**config.mk**
```make
export PLATFORM = sky130hd
export DESIGN_NAME = mem_stage_lsu_flat
export DESIGN_NICKNAME = d
export VERILOG_FILES = /design/src/rtl/mem_stage_lsu_if.sv /design/src/rtl/mem_stage_lsu.sv /design/src/flat_wrapper.sv
export SDC_FILE = /design/constraint.sdc
export NUM_CORES = 1
export LEC_CHECK = 0
export ABC_CLOCK_PERIOD_IN_PS = 2200
export BUFFER_PORTS_ARGS = -buffer_cell sky130_fd_sc_hd__buf_2
export CORE_MARGIN = 5
export CORE_UTILIZATION = 40
export CTS_CLUSTER_DIAMETER = 60
export CTS_CLUSTER_SIZE = 16
export DETAILED_ROUTE_END_ITERATION = 8
export MAX_ROUTING_LAYER = met4
export REMOVE_ABC_BUFFERS = 1
export SLEW_MARGIN = 20
export SYNTH_ARGS = -nofsm -noshare
export SYNTH_HDL_FRONTEND = slang
export SYNTH_SLANG_ARGS = --single-unit
```
**constraint.sdc**
```tcl
create_clock -name clk -period 2.2 [get_ports clk]
set_input_delay 0.11 -clock clk [delete_from_list [all_inputs] [get_ports clk]]
set_output_delay 0.11 -clock clk [all_outputs]
set_load 0.01 [all_outputs]
```
**src/rtl/mem_stage_lsu_if.sv**
```systemverilog
// EX/MEM operation, data-memory bus and MEM/WB result signals of the load/store unit.
// master = the LSU itself, slave = the surrounding pipeline and memory.
interface mem_stage_lsu_if;
    logic        ex_valid;
    logic        ex_ready;
    logic        ex_mem_rd;
    logic        ex_mem_wr;
    logic [2:0]  ex_funct3;
    logic [31:0] ex_addr;
    logic [31:0] ex_wdata;
    logic [4:0]  ex_rd;
    logic [1:0]  ex_crt_wb;

    logic        dmem_req;
    logic        dmem_we;
    logic [3:0]  dmem_be;
    logic [31:0] dmem_addr;
    logic [31:0] dmem_wdata;
    logic        dmem_gnt;
    logic        dmem_rvalid;
    logic [31:0] dmem_rdata;

    logic        wb_valid;
    logic        wb_ready;
    logic [31:0] wb_read_data;
    logic [31:0] wb_alu_result;
    logic [4:0]  wb_rd;
    logic [1:0]  wb_crt_wb;
    logic        bus_err;

    modport master (
        input  ex_valid, ex_mem_rd, ex_mem_wr, ex_funct3, ex_addr, ex_wdata, ex_rd, ex_crt_wb,
        output ex_ready,
        output dmem_req, dmem_we, dmem_be, dmem_addr, dmem_wdata,
        input  dmem_gnt, dmem_rvalid, dmem_rdata,
        output wb_valid, wb_read_data, wb_alu_result, wb_rd, wb_crt_wb, bus_err,
        input  wb_ready
    );

    modport slave (
        output ex_valid, ex_mem_rd, ex_mem_wr, ex_funct3, ex_addr, ex_wdata, ex_rd, ex_crt_wb,
        input  ex_ready,
        input  dmem_req, dmem_we, dmem_be, dmem_addr, dmem_wdata,
        output dmem_gnt, dmem_rvalid, dmem_rdata,
        input  wb_valid, wb_read_data, wb_alu_result, wb_rd, wb_crt_wb, bus_err,
        output wb_ready
    );
endinterface

```
**src/rtl/mem_stage_lsu.sv**
```systemverilog
// RV32I memory-stage LSU: req/gnt/rvalid data access, load align/extend, registered MEM/WB result.
// Latency: non-mem 1, store >=2, load >=3 cycles; WAIT_RSP aborts with bus_err after DMEM_TIMEOUT cycles.
// Backpressure: ex_ready only in IDLE with the result slot free; LSU_MISALIGN_TRAP_EN adds misalign trapping.
module mem_stage_lsu #(
    parameter int DMEM_TIMEOUT = 16
) (
    input  logic            clk,
    input  logic            rst,
    mem_stage_lsu_if.master bus
`ifdef LSU_MISALIGN_TRAP_EN
    ,
    output logic            misalign
`endif
);
    localparam int CW = $clog2(DMEM_TIMEOUT + 1);

    typedef enum logic [1:0] {IDLE, REQ, WAIT_RSP, HOLD} state_e;

    state_e      state_q, state_d;
    logic [CW-1:0] tmo_q, tmo_d;
    logic [2:0]  f3_q, f3_d;
    logic [1:0]  off_q, off_d;
    logic [31:0] alu_q, alu_d;
    logic [4:0]  rd_q, rd_d;
    logic [1:0]  crt_q, crt_d;
    logic        req_q, req_d, we_q, we_d;
    logic [3:0]  be_q, be_d;
    logic [31:0] addr_q, addr_d, wdata_q, wdata_d;
    logic        wbv_q, wbv_d, err_q, err_d;
    logic [31:0] wbd_q, wbd_d, wba_q, wba_d;
    logic [4:0]  wbrd_q, wbrd_d;
    logic [1:0]  wbc_q, wbc_d;
    logic [31:0] pd_q, pd_d, pa_q, pa_d;
    logic [4:0]  prd_q, prd_d;
    logic [1:0]  pc_q, pc_d;

    logic        wb_free, accept, mem_op, trap;
    logic        res_fire, res_err;
    logic [31:0] res_data;
    logic [1:0]  res_crt;
    logic [1:0]  sz, a;

    assign wb_free = !wbv_q || bus.wb_ready;
    assign bus.ex_ready = (state_q == IDLE) && wb_free;
    assign accept = bus.ex_valid && bus.ex_ready;
    assign mem_op = bus.ex_mem_rd || bus.ex_mem_wr;
    assign sz = bus.ex_funct3[1:0];
    assign a  = bus.ex_addr[1:0];

`ifdef LSU_MISALIGN_TRAP_EN
    logic mis_q, mis_d;
    assign trap = mem_op && ((sz == 2'b01 && a[0]) || (sz[1] && a != 2'b00));
    assign misalign = mis_q;
`else
    assign trap = 1'b0;
`endif

    function automatic logic [31:0] load_ext(input logic [31:0] w, input logic [2:0] f3, input logic [1:0] off);
        logic [7:0]  b;
        logic [15:0] h;
        b = w[{off, 3'b000} +: 8];
        h = off[1] ? w[31:16] : w[15:0];
        case (f3)
            3'b000:  return {{24{b[7]}}, b};
            3'b100:  return {24'b0, b};
            3'b001:  return {{16{h[15]}}, h};
            3'b101:  return {16'b0, h};
            default: return w;
        endcase
    endfunction

    always_comb begin
        state_d = state_q;  tmo_d = tmo_q;
        f3_d = f3_q;  off_d = off_q;  alu_d = alu_q;  rd_d = rd_q;  crt_d = crt_q;
        req_d = req_q;  we_d = we_q;  be_d = be_q;  addr_d = addr_q;  wdata_d = wdata_q;
        wbv_d = wbv_q;  wbd_d = wbd_q;  wba_d = wba_q;  wbrd_d = wbrd_q;  wbc_d = wbc_q;
        pd_d = pd_q;  pa_d = pa_q;  prd_d = prd_q;  pc_d = pc_q;
        err_d = 1'b0;
        res_fire = 1'b0;  res_err = 1'b0;  res_data = 32'd0;  res_crt = crt_q;
`ifdef LSU_MISALIGN_TRAP_EN
        mis_d = 1'b0;
`endif
        if (wbv_q && bus.wb_ready) wbv_d = 1'b0;

        case (state_q)
            IDLE: if (accept) begin
                f3_d = bus.ex_funct3;  off_d = a;  alu_d = bus.ex_addr;
                rd_d = bus.ex_rd;  crt_d = bus.ex_crt_wb;
                if (mem_op && !trap) begin
                    state_d = REQ;
                    req_d   = 1'b1;
                    we_d    = bus.ex_mem_wr;
                    addr_d  = {bus.ex_addr[31:2], 2'b00};
                    case (sz)
                        2'b00:   begin be_d = 4'b0001 << a; wdata_d = {4{bus.ex_wdata[7:0]}}; end
                        2'b01:   begin be_d = a[1] ? 4'b1100 : 4'b0011; wdata_d = {2{bus.ex_wdata[15:0]}}; end
                        default: begin be_d = 4'b1111; wdata_d = bus.ex_wdata; end
                    endcase
                end else begin
                    wbv_d = 1'b1;  wbd_d = 32'd0;  wba_d = bus.ex_addr;  wbrd_d = bus.ex_rd;
                    wbc_d = trap ? 2'b00 : bus.ex_crt_wb;
`ifdef LSU_MISALIGN_TRAP_EN
                    mis_d = trap;
`endif
                end
            end
            // rvalid is not looked at here: a response alongside gnt is illegal on this bus
            REQ: if (bus.dmem_gnt) begin
                req_d = 1'b0;
                we_d  = 1'b0;
                tmo_d = '0;
                if (we_q) res_fire = 1'b1;
                else      state_d  = WAIT_RSP;
            end
            WAIT_RSP: begin
                if (bus.dmem_rvalid) begin
                    res_fire = 1'b1;
                    res_data = load_ext(bus.dmem_rdata, f3_q, off_q);
                end else if (tmo_q == CW'(DMEM_TIMEOUT - 1)) begin
                    res_fire = 1'b1;
                    res_err  = 1'b1;
                    res_crt  = 2'b00;
                end
                tmo_d = res_fire ? '0 : tmo_q + CW'(1);
            end
            HOLD: if (bus.wb_ready) begin
                wbv_d = 1'b1;  wbd_d = pd_q;  wba_d = pa_q;  wbrd_d = prd_q;  wbc_d = pc_q;
                state_d = IDLE;
            end
            default: state_d = IDLE;
        endcase

        if (res_fire) begin
            err_d = res_err;
            if (wb_free) begin
                wbv_d = 1'b1;  wbd_d = res_data;  wba_d = alu_q;  wbrd_d = rd_q;  wbc_d = res_crt;
                state_d = IDLE;
            end else begin
                pd_d = res_data;  pa_d = alu_q;  prd_d = rd_q;  pc_d = res_crt;
                state_d = HOLD;
            end
        end
    end

    always_ff @(posedge clk) begin
        if (!rst) begin
            state_q <= IDLE;  tmo_q <= '0;
            f3_q <= '0;  off_q <= '0;  alu_q <= '0;  rd_q <= '0;  crt_q <= '0;
            req_q <= 1'b0;  we_q <= 1'b0;  be_q <= '0;  addr_q <= '0;  wdata_q <= '0;
            wbv_q <= 1'b0;  wbd_q <= '0;  wba_q <= '0;  wbrd_q <= '0;  wbc_q <= '0;
            pd_q <= '0;  pa_q <= '0;  prd_q <= '0;  pc_q <= '0;  err_q <= 1'b0;
`ifdef LSU_MISALIGN_TRAP_EN
            mis_q <= 1'b0;
`endif
        end else begin
            state_q <= state_d;  tmo_q <= tmo_d;
            f3_q <= f3_d;  off_q <= off_d;  alu_q <= alu_d;  rd_q <= rd_d;  crt_q <= crt_d;
            req_q <= req_d;  we_q <= we_d;  be_q <= be_d;  addr_q <= addr_d;  wdata_q <= wdata_d;
            wbv_q <= wbv_d;  wbd_q <= wbd_d;  wba_q <= wba_d;  wbrd_q <= wbrd_d;  wbc_q <= wbc_d;
            pd_q <= pd_d;  pa_q <= pa_d;  prd_q <= prd_d;  pc_q <= pc_d;  err_q <= err_d;
`ifdef LSU_MISALIGN_TRAP_EN
            mis_q <= mis_d;
`endif
        end
    end

    assign bus.dmem_req      = req_q;
    assign bus.dmem_we       = we_q;
    assign bus.dmem_be       = be_q;
    assign bus.dmem_addr     = addr_q;
    assign bus.dmem_wdata    = wdata_q;
    assign bus.wb_valid      = wbv_q;
    assign bus.wb_read_data  = wbd_q;
    assign bus.wb_alu_result = wba_q;
    assign bus.wb_rd         = wbrd_q;
    assign bus.wb_crt_wb     = wbc_q;
    assign bus.bus_err       = err_q;
endmodule

```
**src/flat_wrapper.sv**
```systemverilog
// flat-port wrapper written by rule: the top's interface ports become plain ports
module mem_stage_lsu_flat 
#(
    parameter int DMEM_TIMEOUT = 16
)
  (clk, rst, bus_ex_valid, bus_ex_mem_rd, bus_ex_mem_wr, bus_ex_funct3, bus_ex_addr, bus_ex_wdata, bus_ex_rd, bus_ex_crt_wb, bus_ex_ready, bus_dmem_req, bus_dmem_we, bus_dmem_be, bus_dmem_addr, bus_dmem_wdata, bus_dmem_gnt, bus_dmem_rvalid, bus_dmem_rdata, bus_wb_valid, bus_wb_read_data, bus_wb_alu_result, bus_wb_rd, bus_wb_crt_wb, bus_bus_err, bus_wb_ready);
  mem_stage_lsu_if bus_i ();
  input  logic clk;
  input  logic rst;
  input wire logic [$bits(bus_i.ex_valid)-1:0] bus_ex_valid;
  input wire logic [$bits(bus_i.ex_mem_rd)-1:0] bus_ex_mem_rd;
  input wire logic [$bits(bus_i.ex_mem_wr)-1:0] bus_ex_mem_wr;
  input wire logic [$bits(bus_i.ex_funct3)-1:0] bus_ex_funct3;
  input wire logic [$bits(bus_i.ex_addr)-1:0] bus_ex_addr;
  input wire logic [$bits(bus_i.ex_wdata)-1:0] bus_ex_wdata;
  input wire logic [$bits(bus_i.ex_rd)-1:0] bus_ex_rd;
  input wire logic [$bits(bus_i.ex_crt_wb)-1:0] bus_ex_crt_wb;
  output wire logic [$bits(bus_i.ex_ready)-1:0] bus_ex_ready;
  output wire logic [$bits(bus_i.dmem_req)-1:0] bus_dmem_req;
  output wire logic [$bits(bus_i.dmem_we)-1:0] bus_dmem_we;
  output wire logic [$bits(bus_i.dmem_be)-1:0] bus_dmem_be;
  output wire logic [$bits(bus_i.dmem_addr)-1:0] bus_dmem_addr;
  output wire logic [$bits(bus_i.dmem_wdata)-1:0] bus_dmem_wdata;
  input wire logic [$bits(bus_i.dmem_gnt)-1:0] bus_dmem_gnt;
  input wire logic [$bits(bus_i.dmem_rvalid)-1:0] bus_dmem_rvalid;
  input wire logic [$bits(bus_i.dmem_rdata)-1:0] bus_dmem_rdata;
  output wire logic [$bits(bus_i.wb_valid)-1:0] bus_wb_valid;
  output wire logic [$bits(bus_i.wb_read_data)-1:0] bus_wb_read_data;
  output wire logic [$bits(bus_i.wb_alu_result)-1:0] bus_wb_alu_result;
  output wire logic [$bits(bus_i.wb_rd)-1:0] bus_wb_rd;
  output wire logic [$bits(bus_i.wb_crt_wb)-1:0] bus_wb_crt_wb;
  output wire logic [$bits(bus_i.bus_err)-1:0] bus_bus_err;
  input wire logic [$bits(bus_i.wb_ready)-1:0] bus_wb_ready;
  assign bus_i.ex_valid = bus_ex_valid;
  assign bus_i.ex_mem_rd = bus_ex_mem_rd;
  assign bus_i.ex_mem_wr = bus_ex_mem_wr;
  assign bus_i.ex_funct3 = bus_ex_funct3;
  assign bus_i.ex_addr = bus_ex_addr;
  assign bus_i.ex_wdata = bus_ex_wdata;
  assign bus_i.ex_rd = bus_ex_rd;
  assign bus_i.ex_crt_wb = bus_ex_crt_wb;
  assign bus_ex_ready = bus_i.ex_ready;
  assign bus_dmem_req = bus_i.dmem_req;
  assign bus_dmem_we = bus_i.dmem_we;
  assign bus_dmem_be = bus_i.dmem_be;
  assign bus_dmem_addr = bus_i.dmem_addr;
  assign bus_dmem_wdata = bus_i.dmem_wdata;
  assign bus_i.dmem_gnt = bus_dmem_gnt;
  assign bus_i.dmem_rvalid = bus_dmem_rvalid;
  assign bus_i.dmem_rdata = bus_dmem_rdata;
  assign bus_wb_valid = bus_i.wb_valid;
  assign bus_wb_read_data = bus_i.wb_read_data;
  assign bus_wb_alu_result = bus_i.wb_alu_result;
  assign bus_wb_rd = bus_i.wb_rd;
  assign bus_wb_crt_wb = bus_i.wb_crt_wb;
  assign bus_bus_err = bus_i.bus_err;
  assign bus_i.wb_ready = bus_wb_ready;
  mem_stage_lsu #(.DMEM_TIMEOUT(DMEM_TIMEOUT)) u_core (.clk(clk), .rst(rst), .bus(bus_i));
endmodule
```
* Word level (Yosys, flattened, before mapping)
Index checks and enable logic that the tools add are counted.
Cells by class: $add $sub $neg 1, multiplexer cells 65, shift operators 2, equality and inequality tests 16, bitwise logic cells 4, reduce and logical (&&, ||, !) cells 19
Operators by type and width (count):
- 2-to-1 mux 32 bit | 12
- case mux 32 bit (2 select lines) | 3
- case mux 32 bit (4 select lines) | 1
- 2-to-1 mux 5 bit | 7
- variable part select 32 x 6 -> 8 bit | 1
- 2-to-1 mux 2 bit | 15
- case mux 5 bit (2 select lines) | 2
- 2-to-1 mux 1 bit | 16
- 2-to-1 mux 16 bit | 1
- case mux 1 bit (2 select lines) | 4
- case mux 4 bit (2 select lines) | 1
- == test 3 bit (second input constant) | 2
- != test 3 x 1 -> 1 bit (second input constant) | 2
- != test 3 x 2 -> 1 bit (second input constant) | 2
- case mux 2 bit (3 select lines) | 1
- AND reduction 2 bit | 3
- AND reduction 6 bit | 1
- adder 5 x 1 -> 5 bit (second input constant) | 1
- == test 5 x 4 -> 1 bit (second input constant) | 1
- == test 2 x 1 -> 1 bit (second input constant) | 2
- == test 2 bit (second input constant) | 2
- logical NOT 2 bit | 2
- 2-to-1 mux 4 bit | 1
- != test 2 x 1 -> 1 bit (second input constant) | 2
- other kinds (15) | 22
Word-level totals: logic and storage cells 129, output and inout port bits 144, register bits 263

* Logic depth before layout (Yosys ltp)
Gate-level depths: netlist (run 1).
word-level depth 8, gate-level depth with buffers 11, depth with buffers taken out 8

* Least setup slack after synthesis (run 1)
No wires, ideal clock.
path type register to register, from register u_core.tmo_q[0], to register u_core.wba_q[0] (netlist: u_core.bus.wb_alu_result[0]), setup slack -0.064 ns, library setup time 0.122 ns, stages on the path, launching flop included 12, required time 2.078 ns, arrival 2.142 ns, buffers on the path 3, path through dfxtp_1 ha_1 and3_1 ha_1 o211a_1 or2_1 buf_2 and2_4 buf_6 buf_6 a221oi_2 a21oi_1
On the way: cells in the longest elaborated chain, start to end 6
RTL lines:
- start, declared | line mem_stage_lsu.sv:20 | logic [CW-1:0] tmo_q, tmo_d;
- start signal, assigned | line mem_stage_lsu.sv:156 | state_q <= state_d; tmo_q <= tmo_d;
- == test 5 x 4 -> 1 bit | line mem_stage_lsu.sv:119 | end else if (tmo_q == CW'(DMEM_TIMEOUT - 1)) begin
- 2-to-1 mux 1 bit | line mem_stage_lsu.sv:119
- 2-to-1 mux 1 bit | line mem_stage_lsu.sv:116 | if (bus.dmem_rvalid) begin
- 2-to-1 mux 1 bit | line mem_stage_lsu.sv:85 | case (state_q)
- case mux 1 bit (2 select lines) | line mem_stage_lsu.sv:85
- 2-to-1 mux 32 bit | line mem_stage_lsu.sv:133 | if (res_fire) begin
- end signal, assigned | line mem_stage_lsu.sv:159 | wbv_q <= wbv_d; wbd_q <= wbd_d; wba_q <= wba_d; wbrd_q <= wbrd_d; wbc_q <= wbc_d;
- end, declared | line mem_stage_lsu.sv:30 | logic [31:0] wbd_q, wbd_d, wba_q, wba_d;
Every way passes these cells. The select of a mux whose other input is x is not followed. A chain may end at the register's enable or synchronous reset.

* Worst setup path in the final report (run 1)
from register u_core.state_q[0], to register u_core.wbrd_q[2] (netlist: u_core.bus.wb_rd[2])
On the way: cells in the longest elaborated chain, start to end 7
RTL lines:
- start, declared | line mem_stage_lsu.sv:19 | state_e state_q, state_d;
- start signal, assigned | line mem_stage_lsu.sv:156
- logical NOT 2 bit | line mem_stage_lsu.sv:44, mem_stage_lsu.sv:85
- logical AND 1 bit | line mem_stage_lsu.sv:44 | assign bus.ex_ready = (state_q == IDLE) && wb_free;
- logical AND 1 bit | line mem_stage_lsu.sv:45 | assign accept = bus.ex_valid && bus.ex_ready;
- 2-to-1 mux 5 bit | line mem_stage_lsu.sv:86 | IDLE: if (accept) begin
- case mux 5 bit (2 select lines) | line mem_stage_lsu.sv:85
- 2-to-1 mux 5 bit | line mem_stage_lsu.sv:135 | if (wb_free) begin
- 2-to-1 mux 5 bit (*) | line mem_stage_lsu.sv:133
- end signal, assigned | line mem_stage_lsu.sv:159
- end, declared | line mem_stage_lsu.sv:31 | logic [4:0] wbrd_q, wbrd_d;
Every way passes the cells marked *; elsewhere a longest branch is shown, timed or not.

==> summary.md, run 1 <==
| Metric | Value |
|---|---|
| Run status | complete, no violations |
| Global-route wire length before repair | 58.1 mm |
| IO Pins | 258 |
| VDD IR max | 0.000636 V |
| Drt first pass iters | 5 |
| Reg area | between 5000 and 6000 sq um |
| Type of the tightest min-delay check | in2reg |
| Crit path capture type | register |
| Post-Syn Area per Cell | roughly 8.5 sq um |
| Dpl hpwl | 24.4 mm |
| Clk pwr share | 0.337 |
| Gpl congestion | about 0.86 |
| Post-Syn Area | 11,200 sq um |
| Die ar. | 31,500 sq um |
| Register bit count reported by yosys | 261 |
| Post-synth top flop | dfxtp_1 |
| CTS Sinks | 261 |
| Pre-CTS setup slack | -0.0631 ns |
| H-tree levels | 1 |
| Drt wl/cell | 18.3 microns |
| Skew-Pair Late Insertion Delay | 0.54 ns |
| Ys async rst share | 0 |
| Crit path buffers/inverters | 2 |
| Final Util | 0.545 |
| Area contributors post-synth | dfxtp_1 (47%), nand2_1 (11%), a21oi_1 (8.7%) |
| Vias | 10,985 |
| Internal power | 9.56 mW |
| Top Family by Delay on Critical Path | simple AND/OR/NAND/NOR gates |
| Area fraction of the dominant cell type after synthesis | 0.465 |
| Root buffer cell | clkbuf_16 |
| Routed WL | between 30 and 40 mm |
| Filler cells | approximately 2,600 |
| Final worst-path cycle share | 0.975 |
| Final Skew | 0.0148 ns |
| Relative slew slack | 0.586 |
| Core Box Area | 27,800 sq um |
| Worst EP arrival | 2.56 ns |
| DR iter-0 viols | 757 |
| Sw frac | 0.339 |
| Crit path cell chain | buf_4, ha_1, nor2b_1, or3_4, buf_12, a221oi_2, a21oi_1 |
| Worst path required time | 2.62 ns |
| Design area | between 15,000 and 20,000 sq um |
| # rows | 61 |
| RSZ-0062 raised after global routing | yes |
| CP max stage delay | 0.46 ns |
| Largest net degree at the start of global routing | 58 |
| Crit path launch type | register |
| Max Freq | 466 MHz |
| Tmin final | between 2 and 2.5 ns |
| Seq/Total Area, Yosys | 0.465 |
| DP Cell Count | 1,895 |
| Most numerous cell in the Yosys netlist | nand2_1 |
| Final ANT Viol Nets | 0 |
| Seq pwr share | 0.386 |
| Gr ovfl total | 0 |
| Gate power share | 0.277 |
| Remaining DRCs | 0 |
| Placed inst area | around 13,000 sq um |
| Post-synth top cells | nand2_1 (330), dfxtp_1 (261), a21oi_1 (196) |
| Post-synth EDFFs | 0 |
| Pwr dens | 953 nW/um^2 |
| Overall Global Routing Usage | 0.232 |
| TritonCTS Buffers | 27 |
| Vias in the first global route | 10,701 |
| Sw power | 4.89 mW |
| Multi-input gate area | 5450 sq um |
| Via/cell ratio | 5.38 |
| Crit-path slowest cell | or3_4 |
| CTS tree | built |
| Slew @ Worst Pin | 0.618 ns |
| Hold Vio Cnt, Final | 0 |
| Number of antenna violations at the first check in global routing | 0 |
| Gate count of the mapped netlist | approximately 1,300 |
| WS Path Type | reg2reg |
| P&R area growth vs syn | 34.9% |
| N_diodes | 0 |
| Synth area leader | dfxtp_1 |
| Leak pwr | 5.96 nW |
| Post-layout nets | around 1,800 |
| Finished Layout Cells | 2,043 |
| Setup ws final | ~0.056 ns |
| Share of post-route cells with drive strength above 1 | 0.269 |
| Synth cell types | 56 |
| Port bufs | 255 |
| Initial core utilization | 0.404 |
| Max_cap viols | 0 |
| Crit-path max FO | 41 |
| Die X | 178 microns |
| Longest Clk Path Bufs | 3 |
| Max-slew violations | 0 |
| Die height | 178 microns |
| Synth Warn # | 0 |
| Setup Viol. Count Final | 0 |
| Reg clk slew, reported paths | 0.07 ns |
## layer usage
layer  wire length (microns)  track usage  vias up
met3                    2680       0.0426       46
li1                        -            -     5343
met2                   18100        0.392      398
met1                   15800        0.292     5198
met4                     718       0.0467        0
met5                       0            -        -
## logic make-up (layout without fill, tap and decap cells)
logic type / Yosys count / after routing / share of synthesized area
other: 1 / 2 / 0.000334
AOI/OAI and AO/OA: 445 / 445 / 0.274
xor gates and xnor gates: 3 / 3 / 0.00234
adders and majority gates: 6 / 6 / 0.00668
buffers and inverters: 135 / 472 / 0.0577
and+or+nand+nor: 441 / 443 / 0.162
muxes: 33 / 33 / 0.0322
DFF: 261 / 261 / 0.465
## worst min-delay path, cell delays in order
cell and delay (ns):
buf_2 0.12, o31ai_1 0.08, nand2_1 0.15, nor2_1 0.07
## metrics by stage
step	TNS (ns)	hold WS (ns)	power (mW)
2_1_floorplan	-418.32	0.244	7.72
3_3_place_gp	-0.217	0.352	9.47
3_5_place_dp	-1.71	0.375	9.51
4_1_cts	0	0.00916	14.6
5_1_grt	-0.101	0.0295	15.2
6_report	0	0.0271	14.4
## timing repair
item / CTS / global route
setup endpoints to repair: 54 / 124
gates resized for setup: 2 / 6
hold endpoints to repair: 172 / 0
hold buffers: 92 / 0
pin swaps: 1 / 5
setup buffers: 0 / 1
gates cloned: 1 / 5
## sequential cells by signal (all words and copies together), names as in the netlist
register / cells
u_core.alu_q: 32
u_core.bus.bus_err: 1
u_core.f3_q: 3
u_core.bus.wb_rd: 5
u_core.pd_q: 32
u_core.state_q: 2
u_core.prd_q: 5
u_core.bus.wb_crt_wb: 2
u_core.tmo_q: 5
u_core.bus.dmem_we: 1
u_core.bus.wb_valid: 1
u_core.rd_q: 5
u_core.bus.dmem_addr: 30
u_core.bus.dmem_be: 4
u_core.crt_q: 2
u_core.pa_q: 32
u_core.bus.dmem_wdata: 32
u_core.bus.dmem_req: 1
u_core.bus.wb_read_data: 32
u_core.bus.wb_alu_result: 32
u_core.pc_q: 2
## area by class of cell
class | count | share of cell area
Tap cell | 378 | 0.0312
Multi-Input combinational cell | 932 | 0.359
Sequential cell | 261 | 0.345
Timing Repair Buffer | 411 | 0.199
Clock buffer | 30 | 0.0473
Clock inverter | 19 | 0.0153
Inverter | 12 | 0.00330
## placed cells by master, fill, tap and decap left out, types with 3 or more instances in the layout
master,instances
nand2_1,329
dfxtp_1,260
buf_2,255
a21oi_1,196
dlygate4sd3_1,92
o21ai_0,82
a221oi_2,51
nor2_1,45
buf_4,38
clkbuf_16,30
mux2i_1,29
nand3_1,29
a211oi_1,23
buf_12,22
o31ai_1,20
a22oi_1,19
o32ai_1,19
inv_6,11
inv_1,10
a221oi_1,9
nor3_1,8
a311oi_1,8
o221ai_1,7
ha_1,4
nor2b_1,3
o21ai_1,3
nor3b_1,3
or3_1,3
bufinv_16,3
clkbuf_8,3
## worst paths after layout
| path | cells past startpoint | slack [ns] | endpoint | start |
|---|---|---|---|---|
| worst max-delay path | 7 | 0.06 | u_core.bus.wb_rd[2] | u_core.state_q[0] |
| worst min-delay path | 4 | 0.03 | u_core.tmo_q[0] | bus_dmem_rvalid |
| worst max register to register | 7 | 0.06 | u_core.bus.wb_rd[2] | u_core.state_q[0] |
| worst min register to register | 2 | 0.45 | u_core.bus.dmem_addr[28] | u_core.bus.dmem_addr[28] |
## power by group through the flow
| stage | combinational [mW] | sequential (mW) | clock, mW |
|---|---|---|---|
| floorplan | 1.91 | 5.80 | 0 |
| CTS | 3.99 | 5.57 | 5.00 |
| global placement | 3.81 | 5.66 | 0 |
| finish | 4.00 | 5.58 | 4.87 |
| global route | 4.37 | 5.64 | 5.20 |
| detailed placement | 3.84 | 5.67 | 0 |
Power figures use the tool's default switching activity.
==> inputs of run 2 (changes only) <==
CTS_BUF_LIST = sky130_fd_sc_hd__clkbuf_8   (was default)
==> summary.md, run 2 (synthesis gave the netlist of run 1 again) <==
| Metric | Value |
|---|---|
| Top Family by Delay on Critical Path | simple AND/OR/NAND/NOR gates |
| CTS Sinks | 261 |
| CP max stage delay | 0.35 ns |
| Routed WL | about 37 mm |
| Max_cap viols | 0 |
| N_diodes | 0 |
| Crit-path most repeated cell | ha_4 |
| Dpl hpwl | 24.4 mm |
| Core Box Area | about 28,000 sq um |
| Leak pwr | 5.93 nW |
| P&R area growth vs syn | 34.7% |
| Vias | 11,114 |
| Design area | 15,100 sq um |
| Overall Global Routing Usage | 0.233 |
| Crit path cell chain | ha_4, and3_4, ha_4, o211a_1, or2_4, and2_4, clkbuf_16, a221oi_2, a21oi_1 |
| Final worst-path cycle share | 0.960 |
| TritonCTS Buffers | 27 |
| Crit-path max FO | 10 |
| Share of post-route cells with drive strength above 1 | 0.267 |
| Run status | complete, no violations |
| Max Freq | 473 MHz |
| Number of antenna violations at the first check in global routing | 0 |
| Die ar. | 31,500 sq um |
| Filler cells | around 2,600 |
| Longest Clk Path Bufs | 3 |
| Crit path launch type | register |
| Drt wl/cell | around 18 microns |
| WS Path Type | reg2reg |
| Max-slew violations | 0 |
| IO Pins | 258 |
| Type of the tightest min-delay check | in2reg |
| Crit path capture type | register |
| Worst EP arrival | 2.59 ns |
| Die X | about 180 microns |
| CTS tree | built |
| DR iter-0 viols | 814 |
| Post-layout nets | ~1,800 |
| Worst path required time | 2.68 ns |
| Crit-path slowest cell | dfxtp_2 |
| Vias in the first global route | 10,751 |
| VDD IR max | approximately 0.00058 V |
| Tmin final | 2.11 ns |
| Most frequent cells in the layout | nand2_1 (329), dfxtp_1 (259), buf_2 (255) |
| Placed inst area | 13,100 sq um |
| Setup Viol. Count Final | 0 |
| Tot Pwr | 13.3 mW |
| # rows | 61 |
| Via/cell ratio | 5.37 |
| Root buffer cell | clkbuf_8 |
| H-tree levels | 1 |
| Gpl congestion | 0.857 |
| Pwr dens | around 900 nW/um^2 |
| Global-route wire length before repair | 58.5 mm |
| Largest net degree at the start of global routing | 58 |
| Die height | 178 microns |
| Hold Vio Cnt, Final | 0 |
| Gr ovfl total | 0 |
| Initial core utilization | 0.404 |
| Slew @ Worst Pin | 0.621 ns |
| Skew-Pair Late Insertion Delay | 0.59 ns |
| Final Skew | 0.0295 ns |
| Reg clk slew, reported paths | 0.10 ns |
| RSZ-0062 raised after global routing | no |
| Remaining DRCs | 0 |
| Port bufs | 255 |
| Drt first pass iters | 5 |
| Final ANT Viol Nets | 0 |
| Most common cell after layout, fill and taps aside | nand2_1 |
| Relative slew slack | 0.584 |
| Crit path buffers/inverters | 1 |
==> run 2: cell count changes in the layout (fill, tap and decap cells not counted), moves of 2 or more <==
cell           previous run  this run
clkbuf_16                30         3
clkbuf_8                  3        30
dlygate4sd3_1            92       117
ha_4                      1         3
==> run 2: stage by stage <==
step | worst slack, ns | cells | setup TNS, ns | hold slack (ns) | utilization
5_1_grt | 0.0192 | 2068 | 0 | 0.0600 | 0.545
3_3_place_gp | -0.0135 | 1895 | -0.217 | 0.352 | 0.473
4_1_cts | -0.00444 | 2062 | -0.00444 | 0.00129 | 0.539
2_1_floorplan | -2.61 | 1203 | -418.32 | 0.244 | -
6_report | 0.0871 | 2068 | 0 | 0.0500 | 0.545
3_5_place_dp | -0.0631 | 1895 | -1.71 | 0.375 | 0.473
==> run 2: worst register-to-register path, cell delays in order, from the launching register on <==
cell	delay [ns]
dfxtp_2	0.35
ha_4	0.15
and3_4	0.18
ha_4	0.16
o211a_1	0.21
or2_4	0.28
and2_4	0.21
clkbuf_16	0.19
a221oi_2	0.19
a21oi_1	0.09
==> run 2: path summary, 6_finish.rpt <==
check | to | startpoint | slack (ns) | cells after the start
worst min-delay path | u_core.bus.dmem_wdata[25] | bus_ex_funct3[1] | 0.05 | 4
worst min register to register | u_core.bus.dmem_wdata[1] | u_core.bus.dmem_wdata[1] | 0.45 | 2
worst max register to register | u_core.bus.wb_rd[2] | u_core.tmo_q[1] | 0.09 | 9
worst max-delay path | u_core.bus.wb_rd[2] | u_core.tmo_q[1] | 0.09 | 9
==> run 2: final cells by class <==
type                            instances  area [sq um]  area share
Timing Repair Buffer                  436          3260       0.215
Tap cell                              378           473      0.0313
Inverter                               12          50.0     0.00331
Multi-Input combinational cell        932          5480       0.362
Sequential cell                       261          5230       0.345
Clock inverter                         19           230      0.0152
Clock buffer                           30           413      0.0273
==> run 2: power by group <==
| part | internal [mW] | leakage (nW) | total [mW] | switching [mW] |
|---|---|---|---|---|
| combinational | 1.60 | 3.48 | 4.06 | 2.46 |
| sequential | 5.23 | 2.12 | 5.58 | 0.349 |
| clock | 1.71 | 0.324 | 3.66 | 1.95 |
==> run 2: timing repair <==
item / CTS / global route
pin swaps: 2 / 5
hold endpoints to repair: 206 / 0
setup endpoints to repair: 57 / 140
setup buffers: 0 / 1
hold buffers: 117 / 0
resized for setup: 2 / 12
gates cloned: 1 / 5
==> run 2: layer usage <==
metal / vias up / track usage / wire length (microns)
met1: 5259 / 0.295 / 15900
met3: 61 / 0.0432 / 2760
met5: - / - / 0
met4: 0 / 0.0587 / 1020
li1: 5383 / - / -
met2: 411 / 0.387 / 17800
